**config.mk**
```make
export PLATFORM = sky130hd
export DESIGN_NAME = sfx_tone_sequencer_flat
export DESIGN_NICKNAME = d
export VERILOG_FILES = /design/src/rtl/sfx_tone_sequencer_pkg.sv /design/src/rtl/sfx_tone_sequencer_if.sv /design/src/rtl/sfx_tone_sequencer_note_rom.sv /design/src/rtl/sfx_tone_sequencer.sv /design/src/flat_wrapper.sv
export SDC_FILE = /design/constraint.sdc
export NUM_CORES = 1
export LEC_CHECK = 0
export CAP_MARGIN = 20
export CELL_PAD_IN_SITES_DETAIL_PLACEMENT = 1
export CELL_PAD_IN_SITES_GLOBAL_PLACEMENT = 1
export CORE_MARGIN = 3
export CORE_UTILIZATION = 46
export DETAILED_ROUTE_END_ITERATION = 10
export GPL_TIMING_DRIVEN = 0
export PLACE_DENSITY = 0.83
export SYNTH_ARGS = -nofsm -noshare
export SYNTH_HDL_FRONTEND = slang
export SYNTH_SLANG_ARGS = --single-unit
```
**constraint.sdc**
```tcl
create_clock -name iCLK_18_4 -period 3.2 [get_ports iCLK_18_4]
set_input_delay 0.48 -clock iCLK_18_4 [delete_from_list [all_inputs] [get_ports iCLK_18_4]]
set_output_delay 0.48 -clock iCLK_18_4 [all_outputs]
set_load 0.05 [all_outputs]
```
**src/rtl/sfx_tone_sequencer_pkg.sv**
```systemverilog
// rtl/sfx_tone_sequencer_pkg.sv - shared effect codes, FSM states and note-entry types
package sfx_pkg;

    localparam int CODE_WIDTH = 2;
    localparam int IDX_WIDTH  = 2;
    localparam int HP_WIDTH   = 8;
    localparam int DUR_WIDTH  = 14;

    localparam logic [CODE_WIDTH-1:0] SFX_PADDLE = 2'd0;
    localparam logic [CODE_WIDTH-1:0] SFX_BRICK  = 2'd1;
    localparam logic [CODE_WIDTH-1:0] SFX_LOST   = 2'd2;
    localparam logic [CODE_WIDTH-1:0] SFX_CLEAR  = 2'd3;

    typedef enum logic [1:0] {
        ST_IDLE = 2'd0,
        ST_LOAD = 2'd1,
        ST_PLAY = 2'd2
    } sfx_state_e;

    typedef struct packed {
        logic [HP_WIDTH-1:0]  half_period;
        logic [DUR_WIDTH-1:0] duration;
    } note_t;

    // half_period of zero marks the end of an effect
    localparam note_t NOTE_TERM = '{half_period: '0, duration: '0};

    function automatic note_t mk_note(input int unsigned hp, input int unsigned dur);
        note_t n;
        n.half_period = HP_WIDTH'(hp);
        n.duration    = DUR_WIDTH'(dur);
        return n;
    endfunction

endpackage

```
**src/rtl/sfx_tone_sequencer_if.sv**
```systemverilog
// rtl/sfx_tone_sequencer_if.sv - trigger handshake and sample stream between game logic and sequencer
interface sfx_tone_sequencer_if #(
    parameter int DATA_WIDTH = 16
);
    logic                  iSample_Tick;
    logic                  iTrig_Valid;
    logic [1:0]            iTrig_Code;
    logic                  oTrig_Ready;
    logic [DATA_WIDTH-1:0] oSample;
    logic                  oSample_Valid;
    logic                  oBusy;

    modport master (
        output iSample_Tick,
        output iTrig_Valid,
        output iTrig_Code,
        input  oTrig_Ready,
        input  oSample,
        input  oSample_Valid,
        input  oBusy
    );

    modport slave (
        input  iSample_Tick,
        input  iTrig_Valid,
        input  iTrig_Code,
        output oTrig_Ready,
        output oSample,
        output oSample_Valid,
        output oBusy
    );
endinterface

```
**src/rtl/sfx_tone_sequencer_note_rom.sv**
```systemverilog
// rtl/sfx_tone_sequencer_note_rom.sv - effect note table, {code, index} to {half_period, duration}
module sfx_note_rom
    import sfx_pkg::*;
(
    input  logic [CODE_WIDTH-1:0] code,
    input  logic [IDX_WIDTH-1:0]  idx,
    output note_t                 note
);

    always_comb begin
        note = NOTE_TERM;
        case ({code, idx})
            {SFX_PADDLE, 2'd0}: note = mk_note(24, 2400);
            {SFX_BRICK,  2'd0}: note = mk_note(12, 1440);
            {SFX_BRICK,  2'd1}: note = mk_note(8,  1440);
            {SFX_LOST,   2'd0}: note = mk_note(48, 4800);
            {SFX_LOST,   2'd1}: note = mk_note(64, 4800);
            {SFX_LOST,   2'd2}: note = mk_note(96, 9600);
            {SFX_CLEAR,  2'd0}: note = mk_note(24, 2400);
            {SFX_CLEAR,  2'd1}: note = mk_note(18, 2400);
            {SFX_CLEAR,  2'd2}: note = mk_note(12, 2400);
            {SFX_CLEAR,  2'd3}: note = mk_note(9,  4800);
            default:            note = NOTE_TERM;
        endcase
    end

endmodule

```
**src/rtl/sfx_tone_sequencer.sv**
```systemverilog
// rtl/sfx_tone_sequencer.sv - plays sound effects as decaying square-wave notes, one PCM sample per frame tick
module sfx_tone_sequencer
    import sfx_pkg::*;
#(
    parameter int                    DATA_WIDTH = 16,
    parameter logic [DATA_WIDTH-1:0] AMP_MAX    = 16'h3FFF,
    parameter int                    DECAY_STEP = 512,
    parameter int                    MAX_NOTES  = 4
) (
    input  logic                iCLK_18_4,
    input  logic                iRST_N,
    sfx_tone_sequencer_if.slave bus
);

    localparam int                    DECAY_LOG2 = $clog2(DECAY_STEP);
    localparam logic [IDX_WIDTH-1:0]  LAST_IDX   = IDX_WIDTH'(MAX_NOTES - 1);

    sfx_state_e            state_q, state_d;
    logic [CODE_WIDTH-1:0] code_q, code_d;
    logic [IDX_WIDTH-1:0]  idx_q, idx_d;
    logic [HP_WIDTH-1:0]   hp_q, hp_d;
    logic [DUR_WIDTH-1:0]  dur_q, dur_d;
    logic [HP_WIDTH-1:0]   phase_cnt_q, phase_cnt_d;
    logic [DUR_WIDTH-1:0]  elapsed_q, elapsed_d;
    logic                  phase_q, phase_d;
    logic [DATA_WIDTH-1:0] sample_q, sample_d;
    logic                  sample_valid_q, sample_valid_d;

    note_t                 rom_note;
    logic                  trig_ready;
    logic                  trig_fire;
    logic [DUR_WIDTH-1:0]  decay_steps;
    logic [2:0]            decay_shift;
    logic [DATA_WIDTH-1:0] amp;
    logic [DATA_WIDTH-1:0] play_sample;

    sfx_note_rom u_note_rom (
        .code (code_q),
        .idx  (idx_q),
        .note (rom_note)
    );

    // equal or higher code preempts the running effect, lower codes are refused
    assign trig_ready = (state_q == ST_IDLE) || (bus.iTrig_Code >= code_q);
    assign trig_fire  = bus.iTrig_Valid && trig_ready;

    assign decay_steps = elapsed_q >> DECAY_LOG2;
    assign decay_shift = (decay_steps > DUR_WIDTH'(7)) ? 3'd7 : decay_steps[2:0];
    assign amp         = AMP_MAX >> decay_shift;
    assign play_sample = phase_q ? amp : (~amp + 1'b1);

    always_comb begin
        state_d        = state_q;
        code_d         = code_q;
        idx_d          = idx_q;
        hp_d           = hp_q;
        dur_d          = dur_q;
        phase_cnt_d    = phase_cnt_q;
        elapsed_d      = elapsed_q;
        phase_d        = phase_q;
        sample_d       = sample_q;
        sample_valid_d = bus.iSample_Tick;

        // the sample always reflects the state before any transition this cycle
        if (bus.iSample_Tick) begin
            sample_d = (state_q == ST_PLAY) ? play_sample : '0;
        end

        case (state_q)
            ST_IDLE: begin
            end
            ST_LOAD: begin
                phase_cnt_d = '0;
                elapsed_d   = '0;
                phase_d     = 1'b1;
                hp_d        = rom_note.half_period;
                dur_d       = rom_note.duration;
                state_d     = (rom_note.half_period == '0) ? ST_IDLE : ST_PLAY;
            end
            ST_PLAY: begin
                if (bus.iSample_Tick) begin
                    if (phase_cnt_q == hp_q - HP_WIDTH'(1)) begin
                        phase_cnt_d = '0;
                        phase_d     = ~phase_q;
                    end else begin
                        phase_cnt_d = phase_cnt_q + HP_WIDTH'(1);
                    end
                    if (elapsed_q == dur_q - DUR_WIDTH'(1)) begin
                        if (idx_q == LAST_IDX) begin
                            state_d = ST_IDLE;
                        end else begin
                            idx_d   = idx_q + IDX_WIDTH'(1);
                            state_d = ST_LOAD;
                        end
                    end else begin
                        elapsed_d = elapsed_q + DUR_WIDTH'(1);
                    end
                end
            end
            default: begin
                state_d = ST_IDLE;
            end
        endcase

        if (trig_fire) begin
            state_d = ST_LOAD;
            code_d  = bus.iTrig_Code;
            idx_d   = '0;
        end
    end

    always_ff @(posedge iCLK_18_4 or negedge iRST_N) begin
        if (!iRST_N) begin
            state_q        <= ST_IDLE;
            code_q         <= '0;
            idx_q          <= '0;
            hp_q           <= '0;
            dur_q          <= '0;
            phase_cnt_q    <= '0;
            elapsed_q      <= '0;
            phase_q        <= 1'b1;
            sample_q       <= '0;
            sample_valid_q <= 1'b0;
        end else begin
            state_q        <= state_d;
            code_q         <= code_d;
            idx_q          <= idx_d;
            hp_q           <= hp_d;
            dur_q          <= dur_d;
            phase_cnt_q    <= phase_cnt_d;
            elapsed_q      <= elapsed_d;
            phase_q        <= phase_d;
            sample_q       <= sample_d;
            sample_valid_q <= sample_valid_d;
        end
    end

    assign bus.oTrig_Ready   = trig_ready;
    assign bus.oSample       = sample_q;
    assign bus.oSample_Valid = sample_valid_q;
    assign bus.oBusy         = (state_q != ST_IDLE);

endmodule

```
**src/flat_wrapper.sv**
```systemverilog
// flat-port wrapper written by rule: the top's interface ports become plain ports
module sfx_tone_sequencer_flat import sfx_pkg::*;
#(
    parameter int                    DATA_WIDTH = 16,
    parameter logic [DATA_WIDTH-1:0] AMP_MAX    = 16'h3FFF,
    parameter int                    DECAY_STEP = 512,
    parameter int                    MAX_NOTES  = 4
)
  (iCLK_18_4, iRST_N, bus_iSample_Tick, bus_iTrig_Valid, bus_iTrig_Code, bus_oTrig_Ready, bus_oSample, bus_oSample_Valid, bus_oBusy);
  sfx_tone_sequencer_if #(.DATA_WIDTH(DATA_WIDTH)) bus_i ();
  input  logic iCLK_18_4;
  input  logic iRST_N;
  input wire logic [$bits(bus_i.iSample_Tick)-1:0] bus_iSample_Tick;
  input wire logic [$bits(bus_i.iTrig_Valid)-1:0] bus_iTrig_Valid;
  input wire logic [$bits(bus_i.iTrig_Code)-1:0] bus_iTrig_Code;
  output wire logic [$bits(bus_i.oTrig_Ready)-1:0] bus_oTrig_Ready;
  output wire logic [$bits(bus_i.oSample)-1:0] bus_oSample;
  output wire logic [$bits(bus_i.oSample_Valid)-1:0] bus_oSample_Valid;
  output wire logic [$bits(bus_i.oBusy)-1:0] bus_oBusy;
  assign bus_i.iSample_Tick = bus_iSample_Tick;
  assign bus_i.iTrig_Valid = bus_iTrig_Valid;
  assign bus_i.iTrig_Code = bus_iTrig_Code;
  assign bus_oTrig_Ready = bus_i.oTrig_Ready;
  assign bus_oSample = bus_i.oSample;
  assign bus_oSample_Valid = bus_i.oSample_Valid;
  assign bus_oBusy = bus_i.oBusy;
  sfx_tone_sequencer #(.DATA_WIDTH(DATA_WIDTH), .AMP_MAX(AMP_MAX), .DECAY_STEP(DECAY_STEP), .MAX_NOTES(MAX_NOTES)) u_core (.iCLK_18_4(iCLK_18_4), .iRST_N(iRST_N), .bus(bus_i));
endmodule
```
### Yosys cells after proc, flatten, opt, wreduce, memory -nomap -nowiden

Memories as Yosys holds them, arrays and structs flattened.
Cells that the tools add are included.
Widths: inputs -> output; s select.

* flip-flop bits (word level): 68
* memory bits (read-only): 256
* input bits: 6
* output and inout bits: 19
* word-level logic and storage cells: 71
* memories: 1

Memory list
* (no name shown): words 16, width 16, rd ports 1, clocked after Yosys merged registers in 0, wr ports 0, RTL line sfx_tone_sequencer_note_rom.sv:12 `case ({code, idx})`

* $add $sub $neg: 6
* order comparisons: 2
* equality and inequality tests: 12
* shift operators: 1
* muxes and demuxes: 23
* bitwise logic cells: 2
* reductions and logical operators: 14

Operator list (count)
* $mux 16: 2
* $mux 14: 2
* $pmux 14 s2: 1
* $mux 2: 9
* $add 16x1->16 const B: 1
* $mux 8: 2
* $not 16->16: 1
* $pmux 8 s2: 1
* $shr 14x3->16 const A: 1
* $add 14x1->14 const B: 1
* $eq 14x14->1: 1
* $sub 14x1->14 const B: 1
* $reduce_bool 2->1: 5
* $reduce_and 3->1: 3
* $add 8x1->8 const B: 1
* $eq 8x8->1: 1
* $logic_not 8->1: 1
* $sub 8x1->8 const B: 1
* $ne 2x2->1 const B: 3
* $ne 3x2->1 const B: 2
* $pmux 2 s3: 1
* $gt 5x3->1 const B: 1
* $eq 2x2->1 const B: 2
* $ne 2x1->1 const B: 2
* 12 further kinds: 14

### Depth between registers and ports, before layout

Gate-level depths: netlist (run 1).

* word-level depth: 7
* gate-level depth with buffers: 9
* depth with buffers taken out: 8

### Cells and area by module

From an unflattened synthesis (run 1), not the netlist that was laid out.

* cells, all modules: 460
* area total of the unflattened synthesis: 4206.5 µm²

Modules (own cells, without submodules)
* sfx_tone_sequencer: instances 1, cells each 408, area an instance 3841.2 µm², sequential area each 1552.7 µm²
* sfx_note_rom: instances 1, cells each 52, area an instance 365.4 µm², sequential area each 0.0 µm²

### Least setup slack after synthesis (run 1)

Ideal clock, no wire load.

* path type: register to register
* start: register u_core.code_q[1]
* end: register u_core.state_q[0]
* arrival time: 2329 ps
* required time: 3101 ps
* setup slack: 771 ps
* cell stages (with the launch flop): 9
* cell sequence: dfrtp_1 -> clkbuf_1 -> inv_1 -> ha_1 -> a211o_1 -> nand2_1 -> and3_1 -> a221o_1 -> a311oi_1

* word-level cells in the longest chain between the ends: 5
* elaborated cells between the ends (all ways): 8
* those cells by class: 1 x order compare; 3 x eq/ne; 1 x mux; 3 x reduce/logical

RTL lines
* start: declaration: RTL line sfx_tone_sequencer.sv:19 `logic [CODE_WIDTH-1:0] code_q, code_d;`
* start signal: assignment: RTL line sfx_tone_sequencer.sv:126 `code_q <= code_d;`
* $ge 2x2->1 (*): RTL line sfx_tone_sequencer.sv:44 `assign trig_ready = (state_q == ST_IDLE) || (bus.iTrig_Code >= code_q);`
* $logic_or 1x1->1 (*): RTL line sfx_tone_sequencer.sv:44
* named net bus_oTrig_Ready: RTL line flat_wrapper.sv:16 `output wire logic [$bits(bus_i.oTrig_Ready)-1:0] bus_oTrig_Ready;`
* $logic_and 1x1->1 (*): RTL line sfx_tone_sequencer.sv:45 `assign trig_fire = bus.iTrig_Valid && trig_ready;`
* $ne 3x2->1 (no source line) / $ne 2x1->1 (equally long branches)
* $reduce_and 3->1 (no source line)
* end signal: assignment: RTL line sfx_tone_sequencer.sv:125 `state_q <= state_d;`
* end: declaration: RTL line sfx_tone_sequencer.sv:18 `sfx_state_e state_q, state_d;`

Mark *: on every way through the listed nets, which the timed path passes. The rest lies on a longest branch.
A chain may end at the register's enable or synchronous reset.

### Worst setup path after layout (run 1)

* start: input bus_iTrig_Code[0]
* end: output bus_oTrig_Ready

* word-level cells in the longest chain between the ends: 2

RTL lines
* start: declaration: RTL line flat_wrapper.sv:15 `input wire logic [$bits(bus_i.iTrig_Code)-1:0] bus_iTrig_Code;`
* $ge 2x2->1: RTL line sfx_tone_sequencer.sv:44
* $logic_or 1x1->1: RTL line sfx_tone_sequencer.sv:44
* end: declaration: RTL line flat_wrapper.sv:16

Every way passes these cells.

==> results of run 1 <==
[logic make-up after synthesis]
logic type | after synthesis
buf+inv | 64
mux | 21
compound gates | 103
simple gates | 143
xor+xnor | 20
fa+ha+maj | 14
flops | 55
[state kept, by name, indices dropped and copies added (netlist names)]
signal                    flops
u_core.bus.oSample           10
u_core.bus.oSample_Valid      1
u_core.code_q                 2
u_core.dur_q                  8
u_core.elapsed_q             14
u_core.hp_q                   7
u_core.idx_q                  2
u_core.phase_cnt_q            8
u_core.phase_q                1
u_core.state_q                2
[metal layers]
layer	vias up	routed length, um
met5	-	0
met4	0	119
met3	10	307
met2	52	4550
met1	1579	4420
li1	1545	-
[final timing paths]
| check | cells past startpoint | from | slack [ns] | end |
|---|---|---|---|---|
| setup / recovery | 6 | bus_iTrig_Code[0] | 0.29 | bus_oTrig_Ready |
| hold / removal | 1 | iRST_N | 0.08 | u_core.phase_cnt_q[2]$_DFFE_PN0P_ |
| setup reg to reg | 9 | u_core.dur_q[5]$_DFFE_PN0P_ | 0.45 | u_core.state_q[0]$_DFFE_PN0P_ |
| hold reg to reg | 2 | u_core.bus.oSample[0]$_DFFE_PN0P_ | 0.52 | u_core.bus.oSample[0]$_DFFE_PN0P_ |
| max in group asynchronous | 2 | iRST_N | 2.48 | u_core.phase_q$_DFFE_PN1P_ |
| min in group iCLK_18_4 | 2 | u_core.bus.oSample[0]$_DFFE_PN0P_ | 0.52 | u_core.bus.oSample[0]$_DFFE_PN0P_ |
[cells in the final DEF, fill, tap and decap left out, drive strengths merged, types with 3 or more instances in the layout]
cell and instances:
nor2 27, mux2 3, and2 3, o22ai 11
a21o 4, and3 4, a22o 3, nor4 6
a211o 3, xor2 5, dfrtp 54, nand2 38
a32oi 3, nand2b 10, nor3b 3, xnor2 14
o211ai 7, nor3 11, nor2b 3, a211oi 3
nand4 12, clkbuf 26, clkdlybuf4s50 23, buf 14
ha 14, nand3 16, inv 34, a21oi 29
o21ai 20, mux2i 18
[power breakdown]
part           internal (W)  switching [W]
logic              0.000576        0.00102
registers          0.000823       0.000172
clock network      0.000157       0.000234
total               0.00156        0.00142
[per-stage QoR]
step           cell area (sq um)  cells
5_1_grt                     4140    552
3_3_place_gp                4040    543
6_report                    4140    552
4_1_cts                     4130    552
3_5_place_dp                4050    544
2_1_floorplan               3670    420
[final cells by class]
class / count / area [sq um]
buffer: 29 / 144
clock buffer: 8 / 80.1
fill: 907 / 3350
inverter: 34 / 128
multi-input combinational: 301 / 2020
sequential: 55 / 1380
tap: 99 / 124
timing repair buffer: 26 / 263
[worst max-delay path, delay by kind of cell]
kind	cells	cell delay, ns
and+or+nand+nor	1	0.15
buffers and inverters	3	1.22
AOI/OAI and AO/OA	1	0.32
adders and majority gates	1	0.27
==> metrics.md, run 1 <==
| Metric | Value |
|---|---|
| Status | finished clean |
| Port Buf Inserts | 24 |
| Fin crit share | 0.910 |
| Grt ovf | 0 |
| Adder-Cell Fraction of Synth Area | 0.0477 |
| Ant diodes | 0 |
| Die area | about 9100 sq um |
| Worst slew pin tran | approximately 0.95 ns |
| Total CTS buffers | 5 |
| Min Tclk post-route | approximately 2.9 ns |
| Final WL | roughly 9.4 mm |
| Top-count cell post-synth | dfrtp_1 |
| Bufs on Longest Clock Path | 2 |
| Synth top cells by count | dfrtp_1, nand2_1, inv_1 |
| Post-CTS Setup Inserts | 0 |
| Final count of negative-setup-slack endpoints | 0 |
| Post-synth EDFFs | 0 |
| GP Congestion | roughly 0.92 |
| Hold Vio Cnt, Final | 0 |
| Num rows | 31 |
| Initial antenna violation count | 0 |
| Critical setup path kind | input pin to output port |
| Wire length per cell | 17.0 um |
| Number of max-cap violations | 0 |
| Final WS setup | 0.289 ns |
| Post-CTS sizing | 0 |
| Via-to-Cell Ratio | approximately 5.8 |
| DIE HEIGHT | between 90 and 100 um |
| Worst setup SP type | input pin |
| Setup TNS | 0 ns |
| RSZ-0062 raised after global routing | no |
| Highest clock rate | between 0.3 and 0.4 GHz |
| Mapped Area | 3670 sq um |
| Clock Latency Late Sink | between 0.3 and 0.4 ns |
| GRT Resource Usage Total | 0.220 |
| Pin count of the biggest net entering global routing | 40 |
| Most used DFF post-synth | dfrtp_1 |
| Worst min-delay path class | input pin to async pin |
| Crit path required time | approximately 2.7 ns |
| WP data arrival | about 2.4 ns |
| Final Net Count | about 470 |
| Relative slew slack | 0.348 |
| Synth Area in Compound Gates | 0.184 |
| Mapped Cells | between 400 and 500 |
| Area grow syn2layout | 12.6% |
| Fraction of registers with async set or reset after synthesis | 1.00 |
| Crit-path cells | clkdlybuf4s50_1 > inv_1 > ha_1 > nand2b_1 > a211o_1 > clkdlybuf4s50_1 |
| Layout Utilization | 0.552 |
| Final Max Tran Viols | 0 |
| Initial core utilization | 0.491 |
| Mapped Nets | 440 |
| Worst setup EP type | output port |
| GRT met3 Usage | 0.0300 |
| H-tree levels | 2 |
| Routed Antenna Nets | 0 |
| Root Driver | clkbuf_8 |
| Lkg Pwr | approximately 1.7 nW |
| # DRC | 0 |
| Main combinational cell family by area after synthesis | simple AND/OR/NAND/NOR gates |
| Horiz. Die Dim | 95.4 um |
| Proportion of synthesized area in mux cells | 0.0583 |
| Pwr Total | roughly 0.0030 W |
| DR vias | ~3,200 |
| Pre-CTS WS | 0.158 ns |
| Ys Warns | 0 |
| Core region area | 7490 sq um |
| Met2 Track Usage GR | 0.378 |
| First-pass GRT wire length | around 16 mm |
| DR pass1 iterations | 4 |
| Sequential area share after synthesis | 0.375 |
| Reg clk slew, reported paths | approximately 0.1 ns |
| Post-Synth Simple-Gate Area | 0.209 |
| Met1 GRT Util | 0.291 |
| I/O pin count | 25 |
| WHS | 0.0805 ns |
| Slowest stage delay, CP | about 0.71 ns |
| Gr busiest metal | met2 |
| Slowest CP cell | clkdlybuf4s50_1 |
| Num Clock Sinks | 55 |
| Dominant cells by area after synthesis | dfrtp_1, mux2i_1, ha_1 |
| Detailed Route Iter0 Violations | 73 |
| Distinct cells, synth | between 50 and 60 |
| HPWL reported at the end of detailed placement | ~7 mm |
| Leading area contributor after synthesis | dfrtp_1 |
| Syn avg cell area | between 8 and 9 sq um |
| Most numerous cell on the critical path | clkdlybuf4s50_1 |
| Post-synth top area share | 0.368 |
| Vias in the first global route | roughly 3,300 |
| Layout cells sized above 1 | 0.0795 |
| Synth Area in XOR/XNOR | 0.0514 |
| Yosys reg bits | 55 |
| Max Clock Skew | around 0.014 ns |
| Power Dens Cells | between 700 and 800 nW/um^2 |
| CTS tree | built |
| Cts hold-fix bufs | 0 |
| CP Max Fanout | 3 |
| Peak supply drop | between 0.4 and 0.5 mV |
(Power assumes the default switching activity.)
==> inputs of run 2 (changes only) <==
- SKIP_LAST_GASP: default -> 1
- clock period: 3.2 -> 3.22 ns (I/O delays scaled with it)
==> results of run 2 <==
The final DEF is identical to that of run 1. Status: finished clean.
Among the figures that moved: setup slack after placement 0.158 ns -> 0.175 ns; setup slack after layout 0.289 ns -> 0.303 ns; hold slack 0.0805 ns -> 0.0835 ns; register-to-register setup slack 0.45 ns -> 0.47 ns; total power 0.00298 W -> 0.00296 W; worst IR drop on VDD 0.462 mV -> 0.460 mV
==> inputs of run 3 (changes only) <==
- clock period: 3.22 -> 2.95 ns (I/O delays scaled with it)
==> run 3 against run 2 <==
Effect of this change: total power up 8.9%; critical path depth unchanged; routed wire length about the same; clock skew down 0.0036 ns; final cell count down 0.18%; non-clock buffer count down 1; die area unchanged; critical endpoint unchanged; sequential share of layout area about the same; worst setup slack worse by 0.19 ns; sequential cell count unchanged.
==> metrics.md, run 3 (same netlist as run 1, synthesis figures left out) <==
| Metric | Value |
|---|---|
| Status | finished clean |
| Flop2flop setup slack | 0.20 ns |
| Bufs on Longest Clock Path | 2 (unchanged) |
| Slowest stage delay, CP | 0.71 ns (about the same) |
| Wire length per cell | 17.0 um (+0.11%) |
| Num rows | 31 (unchanged) |
| Post-Layout Cell Count | 551 (-0.18%) |
| Slowest CP cell | clkdlybuf4s50_1 |
| Number of max-cap violations | 0 (unchanged) |
| # DRC | 0 (unchanged) |
| Crit-path cells | clkdlybuf4s50_1 > inv_1 > ha_1 > nand2b_1 > a211o_1 > clkdlybuf4s50_1 |
| Max Clock Skew | 0.00993 ns (-0.00358 ns) |
| Hold Vio Cnt, Final | 0 (unchanged) |
| Final count of negative-setup-slack endpoints | 0 (unchanged) |
| Max reg flops | 14 (unchanged) |
| Core region area | 7490 sq um (unchanged) |
| Grt ovf | 0 (unchanged) |
| Placed cells | 544 (unchanged) |
| Vias in the first global route | 3,248 (-0.31%) |
| Worst min-delay path class | input pin to async pin |
| Highest clock rate | around 0.35 GHz |
| Detailed Route Iter0 Violations | 71 (-2.7%) |
| CP Max Fanout | 3 (unchanged) |
| Most numerous cell on the critical path | clkdlybuf4s50_1 |
| Ant diodes | 0 (unchanged) |
| Most frequent cells in the layout | dfrtp_1, nand2_1, inv_1, a21oi_1, nor2_1 |
| Worst slew pin tran | 0.946 ns (-0.00543 ns) |
| GRT Resource Usage Total | 0.220 (-0.000333) |
| Reg clk slew, reported paths | 0.10 ns (about the same) |
| GP Congestion | 0.916 (unchanged) |
| Final WL | 9.39 mm (about the same) |
| Lkg Pwr | 1.71 nW (-0.25%) |
| Cts hold-fix bufs | 0 (unchanged) |
| Clock Latency Late Sink | 0.32 ns (about the same) |
| Reg-to-Reg Start | u_core.dur_q[5]$_DFFE_PN0P_ |
| Multi-input gate area | 2030 sq um (+0.31%) |
| Relative slew slack | 0.351 (+0.00372) |
| Layout cells sized above 1 | 0.0819 (+0.00239) |
| Initial core utilization | 0.491 (unchanged) |
| Port Buf Inserts | 24 (unchanged) |
| Worst Path Buf+Inv | 3 (unchanged) |
| Switching share of power | 0.478 |
| Peak supply drop | about 0.5 mV |
| Worst setup SP type | input pin |
| Combinational share of power | 0.534 (about the same) |
| Seq pwr share | 0.336 (+0.002) |
| Register area | 1380 sq um (about the same) |
| Power Dens Cells | between 700 and 800 nW/um^2 |
| Worst setup EP type | output port |
| First-pass GRT wire length | 15.9 mm (-0.13%) |
| Reg2reg end | u_core.state_q[0]$_DFFE_PN0P_ |
| DIE HEIGHT | 95.4 um (unchanged) |
| Worst path depth | 6 (unchanged) |
| Top reg by flops | u_core.elapsed_q |
| WHS | roughly 0.043 ns |
| Area grow syn2layout | 12.6% (unchanged) |
| Routed Antenna Nets | 0 (unchanged) |
| Delay-heaviest family, CP | buffers and inverters |
| H-tree levels | 2 (unchanged) |
| Switch Pwr | around 0.0015 W |
| FF-to-FF path depth | 9 (unchanged) |
| Via-to-Cell Ratio | 5.83 (+1.1%) |
| I/O pin count | 25 (unchanged) |
| WP data arrival | 2.39 ns (-0.04 ns) |
| Critical setup path kind | input pin to output port |
| CTS tree | built |
| Num Clock Sinks | 55 (unchanged) |
| HPWL reported at the end of detailed placement | 7.10 mm (unchanged) |
| Pin count of the biggest net entering global routing | 40 (unchanged) |
| Setup TNS | 0 ns (unchanged) |
| Internal power | roughly 0.0017 W |
| Crit path required time | around 2.5 ns |
| Min Tclk post-route | about 2.8 ns |
| DR vias | 3,214 (+0.88%) |
| Fillers | 908 (+0.11%) |
| Final Max Tran Viols | 0 (unchanged) |
| Total CTS buffers | 5 (unchanged) |
| Clock power share | 0.130 (about the same) |
| Horiz. Die Dim | 95.4 um (unchanged) |
| Commonest non-fill, non-tap cell in the layout | dfrtp_1 |
| Fin crit share | 0.961 |
| Root Driver | clkbuf_8 |
| Final Net Count | 471 (-0.21%) |
| Initial antenna violation count | 0 (unchanged) |
| Die area | 9090 sq um (unchanged) |
| RSZ-0062 raised after global routing | no |
| DR pass1 iterations | 4 (unchanged) |
run 3: cell types whose count changed in the layout (fill, tap and decap cells not counted), sizes merged:
cell | before | now
clkbuf | 26 | 25
run 3: stage by stage:
step	setup WS [ns]	utilization	power [W]	area (sq um)
floorplan	0.521	-	0.00229	3670
global placement	-0.333	0.539	0.00272	4040
detailed placement	-0.0544	0.541	0.00281	4050
CTS	0.0904	0.552	0.00324	4130
global route	0.00250	0.552	0.00347	4140
finish	0.114	0.552	0.00322	4140
run 3: what timing repair did:
| action | CTS | global route |
|---|---|---|
| setup buffers | 0 | 0 |
| gates resized for setup | 1 | 1 |
| cloned | 0 | 0 |
| setup endpoints to repair | 3 | 1 |
run 3: final cells by class:
| class | instances | share of cell area |
|---|---|---|
| repair buffers | 25 | 0.0617 |
| flip-flops and latches | 55 | 0.333 |
| clock buffers | 8 | 0.0194 |
| well taps | 99 | 0.0300 |
| plain buffers | 29 | 0.0348 |
| multi-input cells | 301 | 0.490 |
| inverters | 34 | 0.0309 |
run 3: how the worst max path moves through the flow:
stage,slack [ns],endpoint,from
6_report,0.11,bus_oTrig_Ready,bus_iTrig_Code[0]
5_1_grt,0.003,u_core.elapsed_q[13]$_DFFE_PN0P_,bus_iSample_Tick
3_5_place_dp,-0.05,u_core.elapsed_q[11]$_DFFE_PN0P_,bus_iSample_Tick
4_1_cts,0.09,bus_oTrig_Ready,u_core.code_q[1]$_DFFE_PN0P_
2_1_floorplan,0.52,u_core.state_q[0]$_DFFE_PN0P_,u_core.code_q[1]$_DFFE_PN0P_
3_3_place_gp,-0.33,u_core.elapsed_q[3]$_DFFE_PN0P_,iRST_N
run 3: layer usage:
layer,global-route usage,share of wire
met3,0.0300,0.029
met4,0.0553,0.014
met5,0,0
met1,0.292,0.47
met2,0.376,0.49
run 3: power by group through the flow:
stage | registers, W | logic [W] | clock network, W
6_report | 0.00108 | 0.00172 | 0.000420
5_1_grt | 0.00111 | 0.00189 | 0.000475
4_1_cts | 0.00108 | 0.00173 | 0.000432
3_5_place_dp | 0.00108 | 0.00174 | 0
3_3_place_gp | 0.00106 | 0.00165 | 0
2_1_floorplan | 0.00113 | 0.00117 | 0
